==> src/rtl/cvp14_pkg.sv <==
// Shared definitions for the CVP14 datapath: opcodes, exec FSM states, lane geometry
// and the signed 16-bit saturation helper.
package cvp14_pkg;

  localparam int LANES           = 16;
  localparam int LANE_W          = 16;
  localparam int LANES_PER_CYCLE = 4;
  localparam int VEC_W           = LANES * LANE_W;

  localparam logic [3:0] FT_VADD = 4'b0000;
  localparam logic [3:0] FT_VDOT = 4'b0001;
  localparam logic [3:0] FT_SMUL = 4'b0010;
  localparam logic [3:0] FT_SST  = 4'b0011;
  localparam logic [3:0] FT_VLD  = 4'b0100;
  localparam logic [3:0] FT_VST  = 4'b0101;
  localparam logic [3:0] FT_SLL  = 4'b0110;
  localparam logic [3:0] FT_SLH  = 4'b0111;
  localparam logic [3:0] FT_NOP  = 4'b1111;

  typedef enum logic [1:0] {
    EXEC_IDLE = 2'd0,
    EXEC_RUN  = 2'd1,
    EXEC_DONE = 2'd2
  } exec_state_e;

  function automatic logic [LANE_W-1:0] sat16(input logic signed [31:0] v);
    if (v > 32'sd32767) return 16'h7FFF;
    if (v < -32'sd32768) return 16'h8000;
    return v[15:0];
  endfunction

  function automatic logic is_vec_op(input logic [3:0] ft);
    return (ft == FT_VADD) || (ft == FT_VDOT) || (ft == FT_SMUL);
  endfunction

endpackage

==> src/rtl/vec_lane_alu.sv <==
// One 16-bit lane: add and signed multiply (low 16 bits), both combinational.
// SAT_ARITH_EN clamps both results to the signed 16-bit range instead of wrapping.
module vec_lane_alu
  import cvp14_pkg::*;
(
  input  logic [LANE_W-1:0] a_i,
  input  logic [LANE_W-1:0] b_i,
  output logic [LANE_W-1:0] sum_o,
  output logic [LANE_W-1:0] prod_o
);

`ifdef SAT_ARITH_EN
  logic signed [31:0] sum_full;
  logic signed [31:0] prod_full;

  assign sum_full  = 32'($signed(a_i)) + 32'($signed(b_i));
  assign prod_full = 32'($signed(a_i)) * 32'($signed(b_i));
  assign sum_o     = sat16(sum_full);
  assign prod_o    = sat16(prod_full);
`else
  // Low 16 bits of a signed product equal those of the unsigned product.
  assign sum_o  = a_i + b_i;
  assign prod_o = a_i * b_i;
`endif

endmodule

==> src/rtl/vector_exec_unit.sv <==
// Execute stage: vector ops walk LANES_PER_CYCLE lanes per RUN cycle, scalar ops finish in one cycle.
// SAT_ARITH_EN selects saturating vector arithmetic (address adds always wrap).
module vector_exec_unit
  import cvp14_pkg::*;
(
  input  logic             clk,
  input  logic             rst_n,
  input  logic             start,
  input  logic [3:0]       functype,
  input  logic [VEC_W-1:0] op1,
  input  logic [VEC_W-1:0] op2,
  output logic             busy,
  output logic             done,
  output logic [VEC_W-1:0] result
);

  localparam int LPC = LANES_PER_CYCLE;
  localparam int K   = LANES / LPC;
  localparam int CW  = (K > 1) ? $clog2(K) : 1;
  localparam int IW  = $clog2(VEC_W);

  exec_state_e                state_q, state_d;
  logic [3:0]                 ft_q;
  logic [VEC_W-1:0]           op1_q, op2_q;
  logic [VEC_W-1:0]           work_q, work_d;
  logic [VEC_W-1:0]           result_q, result_d;
  logic [VEC_W-1:0]           scalar_res;
  logic [CW-1:0]              chunk_q, chunk_d;
  logic [LANE_W-1:0]          acc_q, acc_d, acc_step;
  logic                       last_chunk;
  logic [LPC-1:0][IW-1:0]     lane_base;
  logic [LPC-1:0][LANE_W-1:0] lane_a, lane_b, lane_sum, lane_prod;

  assign last_chunk = (chunk_q == CW'(K - 1));
  assign busy       = (state_q == EXEC_RUN);
  assign done       = (state_q == EXEC_DONE);
  assign result     = result_q;

  for (genvar j = 0; j < LPC; j++) begin : g_lane
    assign lane_base[j] = IW'((32'(chunk_q) * LPC + j) * LANE_W);
    assign lane_a[j]    = op1_q[lane_base[j] +: LANE_W];
    // SMUL broadcasts the scalar in op2[15:0] to every lane.
    assign lane_b[j]    = (ft_q == FT_SMUL) ? op2_q[LANE_W-1:0] : op2_q[lane_base[j] +: LANE_W];

    vec_lane_alu u_alu (
      .a_i    (lane_a[j]),
      .b_i    (lane_b[j]),
      .sum_o  (lane_sum[j]),
      .prod_o (lane_prod[j])
    );
  end

`ifdef SAT_ARITH_EN
  logic signed [31:0] dot_sum;

  always_comb begin
    dot_sum = 32'($signed(acc_q));
    for (int j = 0; j < LPC; j++) dot_sum = dot_sum + 32'($signed(lane_prod[j]));
    acc_step = sat16(dot_sum);
  end
`else
  always_comb begin
    acc_step = acc_q;
    for (int j = 0; j < LPC; j++) acc_step = acc_step + lane_prod[j];
  end
`endif

  always_comb begin
    work_d = work_q;
    if (state_q == EXEC_RUN) begin
      for (int j = 0; j < LPC; j++)
        work_d[lane_base[j] +: LANE_W] = (ft_q == FT_VADD) ? lane_sum[j] : lane_prod[j];
    end
  end

  always_comb begin
    scalar_res = '0;
    case (functype)
      FT_VLD, FT_VST: scalar_res[LANE_W-1:0] = op1[LANE_W-1:0] + op2[LANE_W-1:0];
      FT_SLL:         scalar_res[LANE_W-1:0] = {op1[15:8], op2[7:0]};
      FT_SLH:         scalar_res[LANE_W-1:0] = {op2[7:0], op1[7:0]};
      default:        scalar_res = '0;
    endcase
  end

  always_comb begin
    state_d  = state_q;
    chunk_d  = chunk_q;
    acc_d    = acc_q;
    result_d = result_q;
    case (state_q)
      EXEC_RUN: begin
        chunk_d = chunk_q + CW'(1);
        acc_d   = acc_step;
        if (last_chunk) begin
          state_d  = EXEC_DONE;
          result_d = (ft_q == FT_VDOT) ? {{(VEC_W-LANE_W){1'b0}}, acc_step} : work_d;
        end
      end
      default: begin
        state_d = EXEC_IDLE;
        if (start) begin
          chunk_d = '0;
          acc_d   = '0;
          if (is_vec_op(functype)) begin
            state_d = EXEC_RUN;
          end else begin
            state_d  = EXEC_DONE;
            result_d = scalar_res;
          end
        end
      end
    endcase
  end

  always_ff @(posedge clk or negedge rst_n) begin
    if (!rst_n) begin
      state_q  <= EXEC_IDLE;
      ft_q     <= '0;
      op1_q    <= '0;
      op2_q    <= '0;
      work_q   <= '0;
      result_q <= '0;
      chunk_q  <= '0;
      acc_q    <= '0;
    end else begin
      state_q  <= state_d;
      work_q   <= work_d;
      result_q <= result_d;
      chunk_q  <= chunk_d;
      acc_q    <= acc_d;
      if (start && (state_q != EXEC_RUN)) begin
        ft_q  <= functype;
        op1_q <= op1;
        op2_q <= op2;
      end
    end
  end

endmodule

==> config.mk <==
export PLATFORM = sky130hd
export DESIGN_NAME = vector_exec_unit
export DESIGN_NICKNAME = d
export VERILOG_FILES = /design/src/rtl/cvp14_pkg.sv /design/src/rtl/vec_lane_alu.sv /design/src/rtl/vector_exec_unit.sv
export SDC_FILE = /design/constraint.sdc
export NUM_CORES = 2
export LEC_CHECK = 0
export CAP_MARGIN = 20
export CORE_ASPECT_RATIO = 0.6
export CORE_UTILIZATION = 45
export CTS_CLUSTER_SIZE = 8
export DETAILED_ROUTE_END_ITERATION = 8
export PLACE_DENSITY = 0.67
export SLEW_MARGIN = 20
export SYNTH_ARGS = -nofsm -noshare
export SYNTH_HDL_FRONTEND = slang
export SYNTH_SLANG_ARGS = --single-unit
==> constraint.sdc <==
create_clock -name clk -period 15 [get_ports clk]
set_clock_uncertainty 0.15 [all_clocks]
set_input_delay 3 -clock clk [delete_from_list [all_inputs] [get_ports clk]]
set_output_delay 3 -clock clk [all_outputs]
set_load 0.005 [all_outputs]
==> results_dict.tcl <==
set metrics [dict create \
    min_period_ps 11620 \
    post_cts_buffers 0 \
    die_y_um 292 \
    yosysSeqAreaShare_pct 41.3 \
    routed_wl_um 224000 \
    cts-root-buf "clkbuf_16" \
    drive_gt1_share_pct 5.67 \
    synth_top_area_share_pct 41.3 \
    setup_violations 0 \
    critPathLaunchType "flip-flop" \
    yosys-top-cells-area "dfrtp_1 (41%), nand2_1 (13%), fa_1 (12%)" \
    cts_resized 0 \
    crit_path_frequent_cell "fa_1" \
    cts_buffers 149 \
    drv_slew 0 \
    yosysTopAreaCell "dfrtp_1" \
    fp-row-count 105 \
    grt_max_degree 197 \
    num-fill-cells 12200 \
    drt_iter0_markers 5127 \
    wl_per_cell_um 24.3 \
    synth_ff_type "dfrtp_1" \
    hold_class "flip-flop to flip-flop" \
    antenna_found_initial 30 \
    via_count 51100 \
    start_util_pct 45.7 \
    required_ps 15510 \
    fin_crit_sh_pct 77.4 \
    fin_nets 8535 \
    h-tree-depth 4 \
    clk_pin_slew_ps 60 \
    synth-edff-count 0 \
    synthesis.nets 7859 \
    slowest_stage "nor2_1" \
    rsz0062_at_grt "no" \
    cp-end-kind "flip-flop" \
    crit_arrival_ps 12130 \
    worst_pin_slew_ps 1260 \
    timing.slew.headroom_pct 15.7 \
    vias_per_cell 5.55 \
    io_pins 777 \
    max_stage_delay_ps 1040 \
    io_buffers 776 \
    dieWidth_um 485 \
    clock_latency_ps 780 \
    grt_pass1_wl_um 337000 \
    status "complete, no violations" \
    hold_buffers 0 \
    rrSetupSlack_ps 3380 \
    dieArea_um2 141000 \
    hold_viol 0 \
    syn_inst 6678 \
    cts_tree "built" \
    overflow 0 \
    synthToLayoutAreaGrowth_pct 21.6 \
    grtUsageTotal_pct 31.9 \
    place.gp.congestion 0.992 \
    drc_errors 0 \
    synth_seq_cells 1038 \
    syn_area_um2 62900 \
    yosys_warnings 0 \
    synth_area_per_cell_um2 9.42 \
    worstPathMaxFanout 20 \
    cts_sinks 1038 \
    async_flop_share_pct 100 \
    max-clock-path-buffers 3 \
    ys_types 86 \
    core_um2 138000 \
    finalSetupTns_ps 0 \
    dp_hpwl_um 168000 \
    ant_nets 0 \
    maxCapViolCount 0 \
    clock.fmax_mhz 86.1 \
    grt_pass1_vias 52300 \
    critPathKind "flip-flop to flip-flop" \
    first_pass_iters 6 \
]
[final cells by class]
type / instances / area (um2) / area share (%)
tap: 1819 / 2280 / 2.98
sequential: 1038 / 26000 / 34.0
inverter: 639 / 2400 / 3.14
timing repair buffer: 851 / 8410 / 11.0
antenna: 21 / 52.6 / 0.0687
clock buffer: 156 / 3820 / 4.99
multi-input combinational: 4675 / 33200 / 43.4
clock inverter: 16 / 350 / 0.458
[cell usage after synthesis (all sizes together) (8+ instances only)]
cell type     n
a211oi       15
o21a         15
dfrtp      1038
o21ai       317
o21bai       28
fa          369
nand3        12
ha          293
mux4         92
a31oi         8
a21o         30
clkbuf      272
nor2b        40
a222oi       11
o221ai        8
a21oi       174
mux2         35
nand3b       11
nor3         32
xnor3         9
nand2b       13
a32oi         9
xnor2       190
buf          54
a22o        255
or3           8
nor2        225
nand2      2188
o22ai         8
inv         635
o211ai       10
mux2i        49
and2         97
xor2         33
[critical path, delay by kind of cell, from the launching register on]
kind / cells / cell delay, ps
buffers and inverters: 5 / 420
xor gates and xnor gates: 4 / 1370
AOI/OAI and AO/OA: 10 / 2040
adders and majority gates: 11 / 4600
DFF: 1 / 470
and+or+nand+nor: 5 / 2410
[stage by stage]
| step | hold slack, ps | instances | worst slack, ps | util (%) | cell area (um2) |
|---|---|---|---|---|---|
| 6_report | 316 | 9215 | 3380 | 55.6 | 76500 |
| 5_1_grt | 335 | 9213 | 2790 | 55.6 | 76500 |
| 4_1_cts | 319 | 9193 | 3460 | 55.5 | 76400 |
| 3_5_place_dp | 307 | 9021 | 3470 | 52.5 | 72200 |
| 3_3_place_gp | 302 | 9021 | 3550 | 52.5 | 72200 |
| 2_1_floorplan | 287 | 6678 | 4780 | - | 62900 |
[cell usage in the layout, fill, tap and decap left out, drive strengths merged, types with 9 or more instances in the layout]
cell           synthesis  routed
diode                  0      21
xnor3                  9       9
a22o                 255     255
mux2                  35      35
fa                   369     369
nand3b                11      11
xnor2                190     190
clkdlybuf4s50          0     775
a21o                  30      30
clkinv                 4      15
o21bai                28      28
buf                   54      76
xor2                  33      33
o21ai                317     317
dfrtp               1038    1038
ha                   293     293
a211oi                15      15
nand2b                13      13
and2                  97      97
nor3                  32      32
a222oi                11      11
nor2b                 40      40
o211ai                10      10
mux2i                 49      49
o21a                  15      15
clkbuf               272     156
nor2                 225     225
mux4                  92      92
a32oi                  9       9
nand3                 12      12
a21oi                174     174
inv                  635     638
nand2               2188    2188
[final timing paths]
| check | startpoint | to | depth (start not counted) |
|---|---|---|---|
| min in group asynchronous | rst_n | op1_q[53] | 1 |
| max in group asynchronous | rst_n | op2_q[82] | 4 |
| hold / removal | op1_q[186] | op1_q[186] | 2 |
| setup reg to reg | ft_q[0] | result[15] | 35 |
| setup / recovery | ft_q[0] | result[15] | 35 |
| hold reg to reg | op1_q[186] | op1_q[186] | 2 |
[per-layer routing]
metal | up-vias | share of wire, % | track usage, %
li1 | 22800 | - | -
met3 | 347 | 8.8 | 8.24
met4 | 6 | 3.2 | 10.5
met5 | - | 0.047 | 0
met1 | 25900 | 43 | 44.1
met2 | 2051 | 45 | 49.0
[registers in the layout, summed over array words and instances (netlist names)]
register,count
acc_q,16
chunk_q,2
ft_q,4
op1_q,256
op2_q,256
result,256
state_q,2
work_q,246
[logic make-up (layout without fill, tap and decap cells)]
family | count (synthesis) | count (layout) | synth area share, %
xor+xnor | 234 | 234 | 3.52
fa+ha+maj | 662 | 662 | 17.6
buf+inv | 965 | 1662 | 6.01
flops | 1038 | 1038 | 41.3
simple gates | 2662 | 2662 | 16.9
mux | 176 | 176 | 4.71
compound gates | 941 | 941 | 9.99
other cells | 0 | 21 | 0
Power is not shown: default switching activity piles up to over one toggle a cycle in this logic, so the estimate is an artifact.
